### config.mk
export PLATFORM = sky130hd
export DESIGN_NAME = serial_ripple_borrow_subtractor_flat
export DESIGN_NICKNAME = d
export VERILOG_FILES = /design/src/rtl/serial_ripple_borrow_subtractor_if.sv /design/src/rtl/serial_ripple_borrow_subtractor.sv /design/src/flat_wrapper.sv
export SDC_FILE = /design/constraint.sdc
export NUM_CORES = 1
export LEC_CHECK = 0
export BUFFER_PORTS_ARGS = -buffer_cell sky130_fd_sc_hd__buf_2
export CAP_MARGIN = 40
export CORE_ASPECT_RATIO = 1.5
export CORE_UTILIZATION = 54
export CTS_CLUSTER_DIAMETER = 200
export DETAILED_ROUTE_END_ITERATION = 8
export PLACE_DENSITY_LB_ADDON = 0.3
export RECOVER_POWER = 50
export SYNTH_ARGS = -nofsm -noshare
export SYNTH_HDL_FRONTEND = slang
export SYNTH_SLANG_ARGS = --single-unit
export TNS_END_PERCENT = 100
### constraint.sdc
create_clock -name clk -period 7.3 [get_ports clk]
set_clock_uncertainty 0.15 [all_clocks]
set_input_delay 1.095 -clock clk [delete_from_list [all_inputs] [get_ports clk]]
set_output_delay 1.095 -clock clk [all_outputs]
set_load 0.05 [all_outputs]
### src/rtl/serial_ripple_borrow_subtractor_if.sv
// Operand/result handshake bundle for serial_ripple_borrow_subtractor.
// The slave side is the subtractor, and the master side is the operand producer / result consumer.
interface serial_ripple_borrow_subtractor_if #(
  parameter int WIDTH = 64
);
  logic             in_valid;
  logic             in_ready;
  logic [WIDTH-1:0] a;
  logic [WIDTH-1:0] b;
  logic             bin;
  logic             out_valid;
  logic             out_ready;
  logic [WIDTH-1:0] diff;
  logic             bout;
  logic             ovf;

  modport slave (
    input  in_valid, a, b, bin, out_ready,
    output in_ready, out_valid, diff, bout, ovf
  );

  modport master (
    output in_valid, a, b, bin, out_ready,
    input  in_ready, out_valid, diff, bout, ovf
  );
endinterface

### src/rtl/serial_ripple_borrow_subtractor.sv
// Computes diff = a - b - bin, resolving CHUNK bits per cycle: accept -> out_valid after WIDTH/CHUNK edges; results hold while out_ready is low.
// Define SUB_OVERFLOW_EN to make the ovf flag live; when undefined, ovf is tied to 0.
module serial_ripple_borrow_subtractor #(
  parameter int WIDTH = 64,
  parameter int CHUNK = 8
) (
  input logic                          clk,
  input logic                          rst_n,
  serial_ripple_borrow_subtractor_if.slave io
);
  localparam int N    = WIDTH / CHUNK;
  localparam int IDXW = (N > 1) ? $clog2(N) : 1;

  typedef enum logic [1:0] {IDLE, RUN, DONE} state_e;

  state_e           state_q, state_d;
  logic [IDXW-1:0]  idx_q, idx_d;
  logic [WIDTH-1:0] a_q, a_d, b_q, b_d, diff_q, diff_d;
  logic             br_q, br_d, bout_q, bout_d;

  logic [CHUNK-1:0] a_c, b_c, p, g, d_c;
  logic [CHUNK:0]   br;
  logic             last;

  assign last = (idx_q == IDXW'(N - 1));

  // Chunk select uses constant slices so every operand bit is read directly.
  always_comb begin
    a_c = '0;
    b_c = '0;
    br  = '0;
    for (int j = 0; j < N; j++) begin
      if (idx_q == IDXW'(j)) begin
        a_c = a_q[j*CHUNK +: CHUNK];
        b_c = b_q[j*CHUNK +: CHUNK];
      end
    end
    p     = ~(a_c ^ b_c);
    g     = ~a_c & b_c;
    br[0] = br_q;
    for (int i = 0; i < CHUNK; i++) begin
      br[i+1] = g[i] | (p[i] & br[i]);
    end
    d_c = a_c ^ b_c ^ br[CHUNK-1:0];
  end

  always_comb begin
    state_d = state_q;
    idx_d   = idx_q;
    a_d     = a_q;
    b_d     = b_q;
    diff_d  = diff_q;
    br_d    = br_q;
    bout_d  = bout_q;
    case (state_q)
      IDLE: begin
        if (io.in_valid) begin
          a_d     = io.a;
          b_d     = io.b;
          br_d    = io.bin;
          idx_d   = '0;
          state_d = RUN;
        end
      end
      RUN: begin
        for (int j = 0; j < N; j++) begin
          if (idx_q == IDXW'(j)) begin
            diff_d[j*CHUNK +: CHUNK] = d_c;
          end
        end
        br_d = br[CHUNK];
        if (last) begin
          bout_d  = br[CHUNK];
          state_d = DONE;
        end else begin
          idx_d = idx_q + IDXW'(1);
        end
      end
      DONE: begin
        if (io.out_ready) begin
          state_d = IDLE;
        end
      end
      default: state_d = IDLE;
    endcase
  end

  always_ff @(posedge clk or negedge rst_n) begin
    if (!rst_n) begin
      state_q <= IDLE;
      idx_q   <= '0;
      a_q     <= '0;
      b_q     <= '0;
      diff_q  <= '0;
      br_q    <= 1'b0;
      bout_q  <= 1'b0;
    end else begin
      state_q <= state_d;
      idx_q   <= idx_d;
      a_q     <= a_d;
      b_q     <= b_d;
      diff_q  <= diff_d;
      br_q    <= br_d;
      bout_q  <= bout_d;
    end
  end

  assign io.in_ready  = (state_q == IDLE);
  assign io.out_valid = (state_q == DONE);
  assign io.diff      = diff_q;
  assign io.bout      = bout_q;

`ifdef SUB_OVERFLOW_EN
  // Signed overflow is the borrow into the MSB disagreeing with the borrow out of it.
  logic msb_br_q, msb_br_d;

  always_comb begin
    msb_br_d = msb_br_q;
    if (state_q == RUN && last) begin
      msb_br_d = br[CHUNK-1];
    end
  end

  always_ff @(posedge clk or negedge rst_n) begin
    if (!rst_n) begin
      msb_br_q <= 1'b0;
    end else begin
      msb_br_q <= msb_br_d;
    end
  end

  assign io.ovf = msb_br_q ^ bout_q;
`else
  assign io.ovf = 1'b0;
`endif

endmodule

### src/flat_wrapper.sv
// flat-port wrapper written by rule: the top's interface ports become plain ports
module serial_ripple_borrow_subtractor_flat 
#(
  parameter int WIDTH = 64,
  parameter int CHUNK = 8
)
  (clk, rst_n, io_in_valid, io_a, io_b, io_bin, io_out_ready, io_in_ready, io_out_valid, io_diff, io_bout, io_ovf);
  serial_ripple_borrow_subtractor_if #(.WIDTH(WIDTH)) io_i ();
  input logic clk;
  input logic rst_n;
  input wire logic [$bits(io_i.in_valid)-1:0] io_in_valid;
  input wire logic [$bits(io_i.a)-1:0] io_a;
  input wire logic [$bits(io_i.b)-1:0] io_b;
  input wire logic [$bits(io_i.bin)-1:0] io_bin;
  input wire logic [$bits(io_i.out_ready)-1:0] io_out_ready;
  output wire logic [$bits(io_i.in_ready)-1:0] io_in_ready;
  output wire logic [$bits(io_i.out_valid)-1:0] io_out_valid;
  output wire logic [$bits(io_i.diff)-1:0] io_diff;
  output wire logic [$bits(io_i.bout)-1:0] io_bout;
  output wire logic [$bits(io_i.ovf)-1:0] io_ovf;
  assign io_i.in_valid = io_in_valid;
  assign io_i.a = io_a;
  assign io_i.b = io_b;
  assign io_i.bin = io_bin;
  assign io_i.out_ready = io_out_ready;
  assign io_in_ready = io_i.in_ready;
  assign io_out_valid = io_i.out_valid;
  assign io_diff = io_i.diff;
  assign io_bout = io_i.bout;
  assign io_ovf = io_i.ovf;
  serial_ripple_borrow_subtractor #(.WIDTH(WIDTH), .CHUNK(CHUNK)) u_core (.clk(clk), .rst_n(rst_n), .io(io_i));
endmodule
Word-level counts from Yosys, hierarchy flattened. Index checks and enable logic that the tools add are counted.

$add $sub $neg: 1. $mul: 0. Divide/modulo/power cells: 0. $lt $le $gt $ge: 0. Equality and inequality tests: 13. Shifts and indexed selects: 0. Muxes and demuxes: 25. Bitwise logic cells: 21. Reductions and logical operators: 15.

Operator list (count): 2-to-1 mux 8 bit (16); AND reduction 2 bit (10); NOT 8 bit (2); bitwise XOR 8 bit (2); equality test 3 bit (second input constant) (4); bitwise AND 1 bit (8); bitwise AND 8 bit (1); bitwise OR 1 bit (8); equality test 3 x 2 -> 1 bit (second input constant) (2); 2-to-1 mux 2 bit (3); 2-to-1 mux 3 bit (2); != test 2 bit (second input constant) (3); one-hot mux 2 bit (3 select lines) (1); one-hot mux 3 bit (2 select lines) (1); AND reduction 3 bit (2); adder 3 x 1 -> 3 bit (second input constant) (1); equality test 3 x 1 -> 1 bit (second input constant) (1); logical NOT 3 bit (1); equality test 2 x 1 -> 1 bit (second input constant) (1); equality test 2 bit (second input constant) (1); logical NOT 2 bit (1); != test 2 x 1 -> 1 bit (second input constant) (1); one-hot mux 1 bit (2 select lines) (1); nonzero test 2 bit (1); 2-to-1 mux 1 bit (1).

Bits in registers: 199. Bits in latches: 0. Memory bits (writable): 0. Bits in read-only memories: 0. Input port bits: 133. Output and inout bits: 68. Memories: 0.

Depth between registers and ports, before layout. Gate-level depths: netlist of the first run.

Depth after elaboration: 28. Mapped depth: 20.

Worst setup path before layout of the first run. Ideal clock, no wire load.

Path kind: register to register. Start: reg u_core.idx_q[0]. End: reg u_core.diff_q[15] (netlist: u_core.io.diff[15]). Setup time: 0.083 ns. Arrival time: 5.221 ns. Required time: 7.067 ns. Slack: 1.846 ns. Stages on the path, launching flop included: 19. Buffers on the path: 1. Period minus slack after synthesis: 5.454 ns. Cell sequence: dfrtp_1 > ha_1 > ha_1 > buf_4 > nor2_2 > a32o_1 > nand3_1 > a2bb2oi_1 > fa_1 > inv_1 > fa_1 > fa_1 > fa_1 > fa_1 > fa_1 > fa_1 > inv_1 > fa_1 > o21ai_0.

Longest elaborated chain between the ends: 26.

RTL lines: start: declaration (line serial_ripple_borrow_subtractor.sv:17) `logic [IDXW-1:0] idx_q, idx_d;`; start signal: assignment (line serial_ripple_borrow_subtractor.sv:99) `idx_q <= idx_d;`; logical NOT 3 bit (line serial_ripple_borrow_subtractor.sv:33) `if (idx_q == IDXW'(j)) begin`; 2-to-1 mux 8 bit (8 in series) (line serial_ripple_borrow_subtractor.sv:33); bitwise XOR 8 bit (line serial_ripple_borrow_subtractor.sv:38, serial_ripple_borrow_subtractor.sv:44); NOT 8 bit (line serial_ripple_borrow_subtractor.sv:38) `p = ~(a_c ^ b_c);`; bitwise AND 1 bit (line serial_ripple_borrow_subtractor.sv:42) `br[i+1] = g[i] | (p[i] & br[i]);`; bitwise OR 1 bit (line serial_ripple_borrow_subtractor.sv:42); bitwise AND 1 bit (line serial_ripple_borrow_subtractor.sv:42); bitwise OR 1 bit (line serial_ripple_borrow_subtractor.sv:42); (+3 left out); bitwise OR 1 bit (line serial_ripple_borrow_subtractor.sv:42); bitwise AND 1 bit (line serial_ripple_borrow_subtractor.sv:42); bitwise OR 1 bit (line serial_ripple_borrow_subtractor.sv:42); bitwise AND 1 bit (line serial_ripple_borrow_subtractor.sv:42); bitwise OR 1 bit (line serial_ripple_borrow_subtractor.sv:42); bitwise AND 1 bit (line serial_ripple_borrow_subtractor.sv:42); bitwise OR 1 bit (line serial_ripple_borrow_subtractor.sv:42); bitwise XOR 8 bit (line serial_ripple_borrow_subtractor.sv:44) `d_c = a_c ^ b_c ^ br[CHUNK-1:0];`; end signal: assignment (line serial_ripple_borrow_subtractor.sv:102) `diff_q <= diff_d;`; end: declaration (line serial_ripple_borrow_subtractor.sv:18) `logic [WIDTH-1:0] a_q, a_d, b_q, b_d, diff_q, diff_d;`.

Parallel ways exist; a longest one is shown, timed or not. A chain may end at the register's enable or synchronous reset.

Final worst setup path of the first run.
Start: reg u_core.idx_q[0]. End: reg u_core.diff_q[23] (netlist: u_core.io.diff[23]).

The elaborated chain is that of the path after synthesis.

==> impl_metrics.env, run 1 <==
export IMPL_grt_total_usage_pct=28.2
export IMPL_synthArstFlopShare_pct=100
export IMPL_fin_nets=1281
export IMPL_cp_top_family="adder cells"
export IMPL_syn2layout_area_growth_pct=17.2
export IMPL_dp_cells=1321
export IMPL_port_buffers=199
export IMPL_yosysUniqueCellTypes=36
export IMPL_finalCriticalPeriod_ps=6260
export IMPL_synth_seq_cells=199
export IMPL_critical_path_buf_inv_count=2
export IMPL_dr_pass1_iters=5
export IMPL_worst_pin_slew_ps=4730
export IMPL_vias_per_cell=5.39
export IMPL_crit_top_cell="fa_1"
export IMPL_rsz0062_at_grt="no"
export IMPL_synth_common_cells="nand2_1 (434), dfrtp_1 (199), o21ai_0 (50)"
export IMPL_wl_per_cell_microns=17.1
export IMPL_required_ps=7480
export IMPL_max_freq_ghz=0.160
export IMPL_cts_sinks=199
export IMPL_placementRows=57
export IMPL_slowest_delay_ps=700
export IMPL_cts_max_path_buffers=2
export IMPL_cts_tree="built"
export IMPL_crit_type="reg2reg"
export IMPL_die_area_sq_um=17300
export IMPL_critical_path_slowest_cell="ha_1"
export IMPL_drv_slew=235
export IMPL_cts_root_buf="clkbuf_16"
export IMPL_violations="capacitance limit, slew limit"
export IMPL_drt_total_wl_microns=23200
export IMPL_setup_violations=0
export IMPL_nFillCells=1397
export IMPL_path_max_fanout=21
export IMPL_slew_headroom_pct=-215
export IMPL_hold_violations=0
export IMPL_syn_area_per_cell_sq_um=9.40
export IMPL_multi_input_area_sq_um=3690
export IMPL_hold_class="reg2reg"
export IMPL_post_cts_buffers=0
export IMPL_syn_nets=1110
export IMPL_drive_gt1_share_pct=23.3
export IMPL_place_gp_congestion=0.891
export IMPL_synth_largest_area_cell="dfrtp_1"
export IMPL_syn_inst=963
export IMPL_synth_top_area_share_pct=55.0
export IMPL_seq_area_sq_um=4980
export IMPL_num_antenna_cells=0
export IMPL_synth_area_leaders="dfrtp_1 (55%), nand2_1 (18%), mux2_2 (5.5%)"
export IMPL_path_cells="ha_1 > ha_1 > nor2_1 > o211ai_1 > nand3_1 > a2bb2oi_1 > fa_1 > inv_1 > fa_1 > fa_1 > fa_1 > fa_1 > fa_1 > fa_1 > inv_1 > fa_1 > o21ai_0"
export IMPL_holdBufCountCts=0
export IMPL_die_h_microns=161
export IMPL_via_count=7299
export IMPL_fp_dieW_microns=108
export IMPL_status="finished, violations left"
export IMPL_grt_max_degree=110
export IMPL_antenna_left=0
export IMPL_cts_resized=0
export IMPL_ys_seq_area_share_pct=55.0
export IMPL_fin_crit_sh_pct=85.7
export IMPL_finalSetupTns_ps=0
export IMPL_first_global_vias=7261
export IMPL_syn_area_sq_um=9050
export IMPL_grt_pass1_wl_microns=37100
export IMPL_end_kind="flop"
export IMPL_overflow=0
export IMPL_cts_buffers=17
export IMPL_first_iter_violations=457
export IMPL_synth_top_flop_cell="dfrtp_1"
export IMPL_ys_warn_count=0
export IMPL_dpl_hpwl_microns=17000
export IMPL_arrival_ps=6440
export IMPL_initial_utilization_pct=55.7
export IMPL_drc=0
export IMPL_post_synth_top_count_cell="nand2_1"
export IMPL_clk_pin_slew_ps=80
export IMPL_maxCapViolations=3
export IMPL_antenna_found_initial=0
export IMPL_synth_edf_count=0
export IMPL_fp_coreArea_sq_um=16300
export IMPL_ios=201
export IMPL_insertion_delay_ps=430
export IMPL_startpoint_type="flop"
export IMPL_final_cells=1353
export IMPL_htree_num_levels=4
flip-flops by register name, summed over array words and instances (netlist names):
name	cells
u_core.io.diff	64
u_core.b_q	64
u_core.state_q	2
u_core.io.bout	1
u_core.br_q	1
u_core.a_q	64
u_core.idx_q	3
routing by layer:
layer	vias up	track usage (%)	share of wire [%]
met5	-	0	0
met3	46	4.67	5.3
li1	3492	-	-
met4	0	11.1	3.0
met2	245	48.8	52
met1	3516	34.9	40
worst paths after layout:
kind                            startpoint                  to  slack, ps  cells past startpoint
max                        u_core.idx_q[0]  u_core.io.diff[23]       1040                     17
min                          u_core.a_q[7]       u_core.a_q[7]        330                      2
max reg2reg                u_core.idx_q[0]  u_core.io.diff[23]       1040                     17
min reg2reg                  u_core.a_q[7]       u_core.a_q[7]        330                      2
max in group asynchronous            rst_n       u_core.a_q[5]       1320                      2
min in group asynchronous            rst_n  u_core.io.diff[11]        550                      1
stage by stage:
stage	hold slack (ps)	cell area, sq um	worst slack, ps	utilization, %
floorplan	287	9050	1850	-
global placement	308	10000	1320	61.7
detailed placement	315	10100	1060	62.2
CTS	334	10700	1040	65.8
global route	343	10600	351	65.3
finish	331	10600	1040	65.3
worst register-to-register path: cells and delay by family (launching register included):
kind            cells  cell delay (ps)
compound gates      3              670
fa+ha+maj          10             4360
buf+inv             2              130
flops               1              420
simple gates        2              430
cells in the final DEF, fill, tap and decap left out, types with 8 or more instances in the layout:
cell type / netlist / layout
o21ai_0: 50 / 50
nand2_1: 434 / 434
buf_2: 30 / 173
nand3b_1: 8 / 8
dfrtp_1: 199 / 199
o211ai_1: 9 / 9
nor2b_1: 10 / 10
a21oi_1: 28 / 28
clkbuf_16: 0 / 17
mux2_2: 44 / 44
or3_1: 8 / 8
nand2b_1: 9 / 9
fa_1: 8 / 8
clkbuf_1: 8 / 29
nand3_1: 11 / 11
inv_1: 14 / 14
a221oi_1: 9 / 9
a32o_1: 8 / 8
o22ai_1: 9 / 9
area by class of cell:
cell class / count / share of cell area (%)
flip-flops and latches: 199 / 46.9
well taps: 206 / 2.43
repair buffers: 207 / 9.81
multi-input cells: 694 / 34.8
inverters: 15 / 0.531
clock buffers: 18 / 4.04
clock inverters: 14 / 1.49
cells by family (layout without fill, tap and decap cells):
family,Yosys count,in the layout,synth area share (%)
muxes,50,50,6.21
adders and majority gates,14,14,2.60
other,1,1,0.0414
and+or+nand+nor,498,498,22.6
AOI/OAI and AO/OA,131,131,9.23
DFF,199,199,55.0
buffers and inverters,70,254,4.31
Power of run 1 is not shown: default switching activity piles up to over one toggle a cycle in this logic, so the estimate is an artifact.
==> run 2: changes to the inputs <==
--- a/config.mk
+++ b/config.mk
@@ -11,6 +11,7 @@
 export CORE_UTILIZATION = 54
 export CTS_CLUSTER_DIAMETER = 200
 export DETAILED_ROUTE_END_ITERATION = 8
+export GPL_TIMING_DRIVEN = 0
 export PLACE_DENSITY_LB_ADDON = 0.3
 export RECOVER_POWER = 50
 export SYNTH_ARGS = -nofsm -noshare
==> run 2 against run 1 <==
  * The flow still finishes with violations (capacitance limit, slew limit)
  * Cell area is 2.8% higher
  * First-iteration DRC count is 44% higher
  * Die area stayed put
  * Flip-flop and latch count stayed put
  * Wire length is 4.3% higher
  * Sequential share of layout area is 1.3 points lower
  * Non-clock buffer count is 48 higher
  * Count of clock-buffer cells in the layout stayed put
  * Utilization is 1.9 points higher
  * Maximum frequency hardly changed
==> impl_metrics.env, run 2 (same netlist as run 1, synthesis figures left out) <==
export IMPL_vias_per_cell=5.38
export IMPL_dr_pass1_iters=5
export IMPL_syn2layout_area_growth_pct=20.6
export IMPL_fin_crit_sh_pct=85.7
export IMPL_rsz0062_at_grt="no"
export IMPL_initial_utilization_pct=55.7
export IMPL_dp_cells=1369
export IMPL_via_count=7541
export IMPL_antenna_found_initial=0
export IMPL_wl_per_cell_microns=17.2
export IMPL_p_per_area_nw_per_um2=590
export IMPL_cts_sinks=199
export IMPL_placementRows=57
export IMPL_htree_num_levels=4
export IMPL_maxCapViolations=1
export IMPL_required_ps=7490
export IMPL_clk_pin_slew_ps=80
export IMPL_holdBufCountCts=0
export IMPL_ir_worst_vdd_mv=0.438
export IMPL_setup_violations=0
export IMPL_drv_slew=86
export IMPL_multi_input_area_sq_um=3680
export IMPL_grt_max_degree=115
export IMPL_place_gp_congestion=0.897
export IMPL_path_max_fanout=10
export IMPL_cts_root_buf="clkbuf_16"
export IMPL_grt_pass1_wl_microns=38400
export IMPL_first_iter_violations=656
export IMPL_status="finished, violations left"
export IMPL_hold_violations=0
export IMPL_finalSetupTns_ps=0
export IMPL_fin_nets=1329
export IMPL_arrival_ps=6440
export IMPL_insertion_delay_ps=440
export IMPL_crit_type="reg2reg"
export IMPL_ios=201
export IMPL_violations="capacitance limit, slew limit"
export IMPL_cts_max_path_buffers=2
export IMPL_port_buffers=199
export IMPL_fp_coreArea_sq_um=16300
export IMPL_seq_area_sq_um=4980
export IMPL_leakagePower_nw=5.64
export IMPL_end_kind="flop"
export IMPL_first_global_vias=7672
export IMPL_drc=0
export IMPL_final_common_cell="nand2_1"
export IMPL_startpoint_type="flop"
export IMPL_overflow=0
export IMPL_die_area_sq_um=17300
export IMPL_grt_total_usage_pct=29.5
export IMPL_final_cell_mix="nand2_1 (434), buf_2 (220), dfrtp_1 (199), o21ai_0 (50), mux2_2 (44)"
export IMPL_post_cts_buffers=0
export IMPL_finalCriticalPeriod_ps=6250
export IMPL_die_h_microns=161
export IMPL_dpl_hpwl_microns=18100
export IMPL_cts_tree="built"
export IMPL_cts_resized=0
export IMPL_nFillCells=1356
export IMPL_hold_class="reg2reg"
export IMPL_final_cells=1401
export IMPL_antenna_left=0
export IMPL_drt_total_wl_microns=24200
export IMPL_slew_headroom_pct=-210
export IMPL_max_freq_ghz=0.160
export IMPL_drive_gt1_share_pct=27.2
export IMPL_num_antenna_cells=0
export IMPL_fp_dieW_microns=108
export IMPL_cts_buffers=17
export IMPL_worst_pin_slew_ps=4650
run 2: changes by cell type in the layout (fill, tap and decap cells not counted), moves of 2 or more:
| cell | change |
|---|---|
| buf_2 | +47 |
| clkinv_8 | -2 |
| clkinv_4 | +2 |
| buf_6 | +8 |
| clkbuf_1 | -11 |
| buf_4 | +4 |
run 2: layout make-up:
cell class | instances | area share, %
clock inverter | 14 | 1.48
tap | 206 | 2.36
timing repair buffer | 200 | 9.36
buffer | 55 | 2.98
clock buffer | 18 | 3.93
inverter | 15 | 0.516
multi-input combinational | 694 | 33.7
sequential | 199 | 45.6
run 2: stage by stage:
stage                     power, W  cell area [sq um]  utilization [%]  setup slack, ps  hold slack [ps]
after floorplan            0.00442               9050                -             1850              287
after global placement     0.00537              10300             63.4             1270              302
after detailed placement   0.00548              10300             63.6             1130              304
after CTS                  0.00644              10900             67.2             1070              324
after global routing       0.00684              10900             67.1              759              346
final                      0.00643              10900             67.1             1050              324
run 2: path summary, 6_finish.rpt:
path                                 start                  to  slack, ps  depth (start not counted)
hold / removal              u_core.b_q[23]      u_core.b_q[23]        320                          2
setup reg to reg           u_core.idx_q[2]  u_core.io.diff[23]       1050                         19
min in group asynchronous            rst_n   u_core.io.diff[4]       2150                          1
setup / recovery           u_core.idx_q[2]  u_core.io.diff[23]       1050                         19
max in group asynchronous            rst_n      u_core.a_q[30]       2230                          1
hold reg to reg             u_core.b_q[23]      u_core.b_q[23]        320                          2
run 2: critical path, cell delays in order (launching register included):
cell       delay (ps)
dfrtp_1           400
buf_6             170
inv_2             200
ha_1              290
buf_4             220
buf_4             210
a32o_1            190
nand3_1           130
a2bb2oi_1         320
fa_1              230
inv_1              50
fa_1              420
fa_1              490
fa_1              470
fa_1              460
fa_1              460
fa_1              430
inv_1              70
fa_1              530
o21ai_0           260
run 2: per-layer routing:
metal | wire [microns] | track usage [%]
met1 | 9420 | 35.0
met3 | 1370 | 4.50
met4 | 1130 | 16.9
met2 | 12200 | 50.6
met5 | 0 | 0
run 2: report_power, final:
part / switching, W / leakage [nW] / internal [W]
clock network: 0.000457 / 0.281 / 0.000487
registers: 0.000305 / 2.46 / 0.00165
logic: 0.00235 / 2.90 / 0.00118
total: 0.00312 / 5.64 / 0.00332
No activity file was read; power rests on OpenSTA's default activity.
